$ cat src/rtl/otter_pkg.sv
// Shared OTTER definitions: base opcodes, control-transfer kinds and the
// 2-bit direction counter encodings used by the branch predictor.
package otter_pkg;

    typedef enum logic [6:0] {
        OP_LUI    = 7'b0110111,
        OP_AUIPC  = 7'b0010111,
        OP_JAL    = 7'b1101111,
        OP_JALR   = 7'b1100111,
        OP_BRANCH = 7'b1100011,
        OP_LOAD   = 7'b0000011,
        OP_STORE  = 7'b0100011,
        OP_IMM    = 7'b0010011,
        OP_REG    = 7'b0110011,
        OP_SYS    = 7'b1110011
    } opcode_t;

    typedef enum logic [1:0] {
        BR   = 2'd0,
        JAL  = 2'd1,
        JALR = 2'd2
    } br_type_t;

    localparam logic [1:0] CTR_MIN      = 2'd0;
    localparam logic [1:0] CTR_WEAK_T   = 2'd2;
    localparam logic [1:0] CTR_STRONG_T = 2'd3;
    localparam logic [1:0] CTR_MAX      = 2'd3;

endpackage

$ cat src/rtl/otter_branch_predictor_sat_ctr2.sv
// Two-bit saturating direction counter: next value from current value and outcome.
module sat_ctr2
    import otter_pkg::*;
(
    input  logic [1:0] ctr,
    input  logic       taken,
    output logic [1:0] ctr_next
);

    // Saturate at CTR_MAX when taken and at CTR_MIN when not taken
    always_comb begin
        ctr_next = ctr;
        case (taken)
            1'b1: begin
                if (ctr == CTR_MAX) begin
                    ctr_next = CTR_MAX;
                end else begin
                    ctr_next = ctr + 2'd1;
                end
            end
            1'b0: begin
                if (ctr == CTR_MIN) begin
                    ctr_next = CTR_MIN;
                end else begin
                    ctr_next = ctr - 2'd1;
                end
            end
            default: ctr_next = ctr;
        endcase
    end

endmodule

$ cat src/rtl/otter_branch_predictor.sv
// Direct-mapped flop-based BTB with bimodal counters, zero-latency lookup and
// a sequential table clear that walks one entry per cycle.
module otter_branch_predictor
    import otter_pkg::*;
#(
    parameter int ENTRIES = 16,
    parameter int TAG_W   = 8,
    parameter int MODE    = 1
) (
    input  logic        CLK,
    input  logic        RESET_N,
    input  logic [31:0] lookup_pc,
    output logic        pred_hit,
    output logic        pred_taken,
    output logic [31:0] pred_target,
    input  logic        update_valid,
    input  logic [31:0] update_pc,
    input  br_type_t    update_type,
    input  logic        update_taken,
    input  logic [31:0] update_target,
    input  logic        flush_all,
    output logic        busy
);

    localparam int IDX_W = $clog2(ENTRIES);
    localparam logic [IDX_W-1:0] LAST_IDX = IDX_W'(ENTRIES - 1);

    typedef enum logic [0:0] {ST_IDLE = 1'b0, ST_CLEAR = 1'b1} state_t;

    state_t             state_r, state_next_s;
    logic [IDX_W-1:0]   ptr_r, ptr_next_s;
    logic               clr_en_s;

    logic [ENTRIES-1:0] valid_r;
    logic [TAG_W-1:0]   tag_mem_r  [ENTRIES];
    logic [31:0]        tgt_mem_r  [ENTRIES];
    logic [1:0]         ctr_mem_r  [ENTRIES];
    br_type_t           type_mem_r [ENTRIES];

    logic [IDX_W-1:0]   lidx_s, uidx_s;
    logic [TAG_W-1:0]   ltag_s, utag_s;
    logic               upd_ok_s, upd_hit_s, wr_en_s;
    logic [1:0]         ctr_next_s, ctr_wr_s;
    logic               unused_pc_s;

    assign lidx_s = lookup_pc[IDX_W+1:2];
    assign ltag_s = lookup_pc[IDX_W+TAG_W+1:IDX_W+2];
    assign uidx_s = update_pc[IDX_W+1:2];
    assign utag_s = update_pc[IDX_W+TAG_W+1:IDX_W+2];
    assign unused_pc_s = ^{lookup_pc[31:IDX_W+TAG_W+2], lookup_pc[1:0],
                           update_pc[31:IDX_W+TAG_W+2], update_pc[1:0]};
    assign busy = (state_r == ST_CLEAR);

    sat_ctr2 u_sat_ctr2 (
        .ctr      (ctr_mem_r[uidx_s]),
        .taken    (update_taken),
        .ctr_next (ctr_next_s)
    );

    // Lookup reads the table as it stands; no bypass from a same-cycle update
    always_comb begin
        pred_hit    = 1'b0;
        pred_taken  = 1'b0;
        pred_target = 32'h0;
        if ((MODE == 1) && valid_r[lidx_s] && (tag_mem_r[lidx_s] == ltag_s) && !busy) begin
            pred_hit = 1'b1;
            if (ctr_mem_r[lidx_s][1] || (type_mem_r[lidx_s] != BR)) begin
                pred_taken  = 1'b1;
                pred_target = tgt_mem_r[lidx_s];
            end else begin
                pred_taken  = 1'b0;
                pred_target = 32'h0;
            end
        end else begin
            pred_hit = 1'b0;
        end
    end

    // Update decode: flush in the same cycle wins, a clear blocks all writes
    always_comb begin
        upd_ok_s  = (MODE == 1) && update_valid && (state_r == ST_IDLE) && !flush_all;
        upd_hit_s = valid_r[uidx_s] && (tag_mem_r[uidx_s] == utag_s);
        wr_en_s   = upd_ok_s && (upd_hit_s || update_taken);
        if (upd_hit_s) begin
            ctr_wr_s = ctr_next_s;
        end else if (update_type == BR) begin
            ctr_wr_s = CTR_WEAK_T;
        end else begin
            ctr_wr_s = CTR_STRONG_T;
        end
    end

    // Clear FSM next state; completion is a compare on the last index, not a wrap
    always_comb begin
        state_next_s = state_r;
        ptr_next_s   = ptr_r;
        clr_en_s     = 1'b0;
        case (state_r)
            ST_IDLE: begin
                if (flush_all) begin
                    state_next_s = ST_CLEAR;
                    ptr_next_s   = '0;
                end else begin
                    state_next_s = ST_IDLE;
                end
            end
            ST_CLEAR: begin
                clr_en_s = 1'b1;
                if (ptr_r == LAST_IDX) begin
                    state_next_s = ST_IDLE;
                    ptr_next_s   = '0;
                end else begin
                    ptr_next_s = ptr_r + IDX_W'(1);
                end
            end
            default: begin
                state_next_s = ST_IDLE;
                ptr_next_s   = '0;
            end
        endcase
    end

    // FSM state and clear pointer
    always_ff @(posedge CLK or negedge RESET_N) begin
        if (!RESET_N) begin
            state_r <= ST_IDLE;
            ptr_r   <= '0;
        end else begin
            state_r <= state_next_s;
            ptr_r   <= ptr_next_s;
        end
    end

    // Valid bits: cleared by reset and by the clear walk, set on allocation
    always_ff @(posedge CLK or negedge RESET_N) begin
        if (!RESET_N) begin
            valid_r <= '0;
        end else if (clr_en_s) begin
            valid_r[ptr_r] <= 1'b0;
        end else if (wr_en_s) begin
            valid_r[uidx_s] <= 1'b1;
        end
    end

    // Payload storage is meaningless while invalid, so it carries no reset
    always_ff @(posedge CLK) begin
        if (wr_en_s) begin
            tag_mem_r[uidx_s] <= utag_s;
            ctr_mem_r[uidx_s] <= ctr_wr_s;
            if (update_taken) begin
                tgt_mem_r[uidx_s]  <= update_target;
                type_mem_r[uidx_s] <= update_type;
            end
        end
    end

endmodule
$ cat config.mk
export PLATFORM = sky130hd
export DESIGN_NAME = otter_branch_predictor
export DESIGN_NICKNAME = d
export VERILOG_FILES = /design/src/rtl/otter_pkg.sv /design/src/rtl/otter_branch_predictor_sat_ctr2.sv /design/src/rtl/otter_branch_predictor.sv
export SDC_FILE = /design/constraint.sdc
export NUM_CORES = 1
export LEC_CHECK = 0
export CAP_MARGIN = 20
export CORE_AREA = 2 2 186 325
export DETAILED_ROUTE_END_ITERATION = 12
export DIE_AREA = 0 0 188 327
export GPL_TIMING_DRIVEN = 1
export PLACE_DENSITY = 0.76
export SLEW_MARGIN = 40
export SYNTH_ARGS = -nofsm -noshare
export SYNTH_HDL_FRONTEND = slang
export SYNTH_SLANG_ARGS = --single-unit
export TNS_END_PERCENT = 10
$ cat constraint.sdc
create_clock -name CLK -period 8.8 [get_ports CLK]
set_input_delay 1.76 -clock CLK [delete_from_list [all_inputs] [get_ports CLK]]
set_output_delay 1.76 -clock CLK [all_outputs]
set_load 0.02 [all_outputs]
Yosys cells after proc, flatten, opt, wreduce, memory -nomap -nowiden --
Memory sizes are Yosys's and may differ from the RTL's. Cells that the tools add are included.
Word-level totals: bits in registers 21, memory bits (writable) 704, input port bits 103, output and inout port bits 35, word-level logic and storage cells 73, memories 4
Operators by class: add/subtract/negate cells 3, order comparisons 5, eq/ne operators 5, mux-type cells 32, bitwise logic cells 5, reductions and logical operators 16
Memories:
- tgt_mem_r | depth 16, width 32, rd ports 1, clocked after Yosys merged registers in 0, wr ports 1, line otter_branch_predictor.sv:36 | logic [31:0] tgt_mem_r [ENTRIES];
- tag_mem_r | depth 16, width 8, rd ports 2, clocked after Yosys merged registers in 0, wr ports 1, line otter_branch_predictor.sv:35 | logic [TAG_W-1:0] tag_mem_r [ENTRIES];
- ctr_mem_r | depth 16, width 2, rd ports 2, clocked after Yosys merged registers in 0, wr ports 1, line otter_branch_predictor.sv:37 | logic [1:0] ctr_mem_r [ENTRIES];
- type_mem_r | depth 16, width 2, rd ports 1, clocked after Yosys merged registers in 0, wr ports 1, line otter_branch_predictor.sv:38 | br_type_t type_mem_r [ENTRIES];
Operator list (number):
- 32-bit two-way mux | 2
- 16-bit two-way mux | 2
- 16-bit bitwise AND | 1
- 8-bit equality test | 2
- 1-bit two-way mux | 16
- 16-bit NOT | 1
- 16-bit OR | 1
- 4-bit by 5-bit less-than comparator with 1-bit output, second input constant | 3
- 1-bit binary-select mux with 4-bit select | 2
- 1-bit demux with 4-bit select | 2
- 4-bit by 1-bit >= comparator with 1-bit output, second input constant | 2
- 1-bit logical AND | 8
- 4-bit two-way mux | 2
- 4-bit case mux with 2 select lines | 1
- 2-bit two-way mux | 3
- 4-bit by 1-bit adder with 4-bit output, second input constant | 1
- 4-bit equality test, second input constant | 1
- 2-bit zero test | 2
- 2-bit case mux with 2 select lines | 1
- 2-bit nonzero test | 2
- 2-bit by 1-bit adder with 2-bit output, second input constant | 1
- 2-bit equality test, second input constant | 1
- 1-bit zero test | 2
- 1-bit logical OR | 2
- 4 further kinds | 5

Longest topological paths before layout --
depth after elaboration 7, gate-level depth with buffers 12, mapped depth without buffers 8

Cells and area by module --
A second synthesis with hierarchy kept.
Second synthesis, totals: cell total of the unflattened synthesis 1342, area, all modules 29433.2 um2
Modules (own cells, without submodules):
- otter_branch_predictor | times used 1, cells an instance 1339, area an instance 29407.0 um2, seq. area each 21665.8 um2
- sat_ctr2 | times used 1, cells an instance 3, area an instance 26.3 um2, seq. area each 0.0 um2

Worst setup path before layout --
Ideal clock, no wire load.
kind input port to output port, from input port lookup_pc[2], to output port pred_target[10], data arrival time 4931 ps, required time 7040 ps, slack 2109 ps, stages 9, buffers on the path 2, cells stage by stage buf_1 mux4_2 mux4_2 xnor2_1 nand4_1 nor3_1 nand2b_1 clkbuf_1 nor2b_1
On the way: cells in the longest elaborated chain, start to end 5, elaborated cells on any way between the ends 13, classes of those cells 1 x eq/ne; 4 x mux; 4 x reduce/logical; 4 x memory
RTL lines:
- start, declared | line otter_branch_predictor.sv:12 | input logic [31:0] lookup_pc,
- memory 16 x 8 bit, or another cell as far along
- 8-bit equality test, or another cell as far along | line otter_branch_predictor.sv:65 | if ((MODE == 1) && valid_r[lidx_s] && (tag_mem_r[lidx_s] == ltag_s) && !busy) begin
- 1-bit logical AND / 1-bit logical OR (equally long branches) | line otter_branch_predictor.sv:65, otter_branch_predictor.sv:67
- 1-bit logical AND / 32-bit two-way mux (equally long branches) | line otter_branch_predictor.sv:65, otter_branch_predictor.sv:67
- 32-bit two-way mux * | line otter_branch_predictor.sv:65
- end, declared | line otter_branch_predictor.sv:15 | output logic [31:0] pred_target,
Every way passes the cells marked *; elsewhere a longest branch is shown, timed or not. The select of a mux whose other input is x is not followed.

Worst setup path in the final report --
from input port lookup_pc[2], to output port pred_target[16]
The elaborated chain is that of the path after synthesis.

==> results_dict.tcl <==
set metrics [dict create \
    outcome "finished clean" \
    synthDistinctLibCells 41 \
    synthXorXnorAreaFrac_pct 0.450 \
    synth_ff_type "edfxtp_1" \
    period_share_pct 85.4 \
    vdd_ir_drop_max_v 0.000248 \
    hold_class "flop to flop" \
    syn_avg_cell_area_sq_um 22.1 \
    worst_slew_pin_slew_ns 0.818 \
    post-cts-setup-buffer-count 0 \
    h-tree-depth 2 \
    cpMaxStageDelayCell "clkdlybuf4s50_1" \
    cap_violations 0 \
    vias 14200 \
    intPower_mw 5.46 \
    p_sw_share_pct 21.7 \
    syn_area_sq_um 29200 \
    synth.most_common_cell "edfxtp_1" \
    leakagePower_nw 10.4 \
    post_drt_wl_per_cell_microns 28.8 \
    slew_headroom_pct 45.5 \
    synth_commonest_cells "edfxtp_1, mux4_2, clkbuf_1, nor2_1, nor2b_1" \
    overflow 0 \
    synth_edf_count 704 \
    powerDensity_nw_per_um2 209 \
    clk_pin_slew_worst_paths_ns 0.07 \
    cts_sinks 725 \
    ctsRootBufferMaster "clkbuf_16" \
    setup_viol 0 \
    rsz0062_at_grt "false" \
    dpl.hpwl_mm 35.3 \
    combinationalPowerShare_pct 6.8 \
    clk_latency_ns 0.62 \
    numCtsBuffers 61 \
    muxShareOfSynthArea_pct 20.1 \
    crit_type "input pin to output port" \
    cts_resized 0 \
    synth_compound_area_share_pct 1.47 \
    rr_worst_depth 8 \
    first_pass_iters 5 \
    vias_per_cell 6.24 \
    fin_tns_setup_ns 0 \
    synth_top_family_by_area "multiplexers" \
    p_switching_mw 1.51 \
    crit_arrival_ns 5.75 \
    layout_min_cycle_time_ns 7.51 \
    pin_count 138 \
    worstPathCellList "buf_8, mux4_2, mux4_2, xnor2_1, nand4_1, nor3_1, nand2b_4, nor2b_1, clkdlybuf4s50_1" \
    wl_mm 65.6 \
    skew_ns 0.0188 \
    dieArea_sq_um 61500 \
    synth-warning-count 0 \
    grt_max_degree 77 \
    hold_violations 0 \
    place_congestion 0.823 \
    async_reset_ff_share_pct 2.90 \
    antenna_found_initial 2 \
    die_width_microns 188 \
    seq_area_frac_synth_pct 74.2 \
    grt_use_total_pct 21.5 \
    grt_pass1_vias 15200 \
    synth_top_area_cell "edfxtp_1" \
    fp.dieH_microns 327 \
    clkPwrFrac_pct 37.7 \
    synthTopCellsByArea "edfxtp_1, mux4_2, dfrtp_1, mux2i_1, nor2b_1" \
    syn_nets 1427 \
    drv_slew 0 \
    io_buffers 97 \
    postRouteAntennaNets 0 \
    route.detailed.drc 0 \
    yosys.area_share.simple_pct 2.41 \
    cpMostUsedCell "mux4_2" \
    drtIter0Drc 1433 \
    coreArea_sq_um 58900 \
    pwr-share-seq_pct 55.5 \
    required_ns 7.04 \
    cts_tree "built" \
    grt_pass1_wl_mm 97.4 \
    critPathMaxFanout 54 \
    ys_seq_elements 725 \
    synthesis.instances 1320 \
    ctsHoldBuffers 0 \
    start_util_pct 49.6 \
    rows 118 \
    syn2layout_area_growth_pct 14.0 \
    cp-end-kind "output port" \
    synthAdderAreaFrac_pct 0.171 \
    max_freq_ghz 0.133 \
    placed_area_sq_um 31300 \
    cp-start-kind "input pin" \
    yosysTopAreaCellShare_pct 72.4 \
    stdcell_area_sq_um 33300 \
    drive_gt1_share_pct 27.6 \
    slowest_delay_ns 0.67 \
    design.final.nets 1555 \
    holdPathStages 2 \
    ctsLongestPathBuffers 3 \
]
[worst max-delay path, delay by kind of cell]
kind	cells	cell delay [ns]
buffers and inverters	2	1.15
xor gates and xnor gates	1	0.28
and+or+nand+nor	4	1.37
muxes	2	1.13
[power by group through the flow]
stage	logic (mW)	registers (mW)	clock network, mW
3_3_place_gp	0.458	3.93	0
3_5_place_dp	0.476	3.94	0
4_1_cts	0.479	3.86	2.66
5_1_grt	0.515	3.87	2.78
6_report	0.477	3.87	2.62
2_1_floorplan	0.320	3.92	0
[registers in the layout, indices dropped and copies added (netlist names)]
| register | count |
|---|---|
| ptr_r | 4 |
| busy | 1 |
| ctr_mem_r | 32 |
| tag_mem_r | 128 |
| valid_r | 16 |
| tgt_mem_r | 512 |
| type_mem_r | 32 |
[final timing paths]
kind / slack [ns] / endpoint / start
setup / recovery: 1.29 / pred_target[16] / lookup_pc[2]
hold / removal: 0.55 / valid_r[12]$_DFFE_PN0P_ / valid_r[12]$_DFFE_PN0P_
setup reg to reg: 4.72 / tag_mem_r[3][2]$_DFFE_PP_ / tag_mem_r[15][7]$_DFFE_PP_
hold reg to reg: 0.55 / valid_r[12]$_DFFE_PN0P_ / valid_r[12]$_DFFE_PN0P_
max in group asynchronous: 7.36 / valid_r[3]$_DFFE_PN0P_ / RESET_N
min in group asynchronous: 1.10 / ptr_r[1]$_DFFE_PN0P_ / RESET_N
[final cells by class]
| type | instances | area, sq um |
|---|---|---|
| flip-flops and latches | 725 | 21700 |
| well taps | 780 | 976 |
| diodes | 1 | 2.50 |
| fillers | 4140 | 25600 |
| clock inverters | 40 | 345 |
| multi-input cells | 507 | 7350 |
| inverters | 12 | 45.0 |
| repair buffers | 141 | 1310 |
| clock buffers | 71 | 1590 |
[routing by layer]
| layer | vias up | share of wire [%] | global-route usage, % |
|---|---|---|---|
| met2 | 647 | 54 | 38.3 |
| met3 | 134 | 6.9 | 3.65 |
| met4 | 4 | 3.1 | 7.45 |
| li1 | 5847 | - | - |
| met5 | - | 0.043 | 0 |
| met1 | 7585 | 36 | 26.7 |
[metrics by stage]
stage | power (mW) | setup slack (ns) | cells | hold WS (ns) | util, %
global placement | 4.39 | 1.16 | 2164 | 0.520 | 53.1
global route | 7.17 | 1.07 | 2276 | 0.581 | 56.5
finish | 6.97 | 1.29 | 2277 | 0.551 | 56.5
floorplan | 4.24 | 2.11 | 1320 | 0.479 | -
CTS | 7.01 | 1.20 | 2276 | 0.550 | 56.5
detailed placement | 4.41 | 1.28 | 2165 | 0.527 | 53.2
[kinds of logic (layout without fill, tap and decap cells)]
logic type	Yosys count	in the layout
other cells	0	1
compound gates	71	71
simple gates	135	135
fa+ha+maj	4	4
xor+xnor	15	15
mux	282	282
buf+inv	88	264
flops	725	725
[placed cells by master (no fill, tap or decap), types with 6 or more instances in the layout]
master,n
mux2_2,6
nor2_1,20
nor2b_1,35
dfrtp_1,21
a211oi_1,6
inv_1,11
clkinv_1,17
o21ai_0,24
nor4_1,8
mux2i_1,32
clkinv_2,7
clkbuf_16,62
clkdlybuf4s50_1,90
a21oi_1,17
nor3_1,14
o31ai_1,8
edfxtp_1,704
nand2b_1,6
mux4_2,244
nand2_1,17
buf_4,43
xnor2_1,13
clkbuf_1,9
nor2_4,16
No activity file was read; power rests on OpenSTA's default activity.
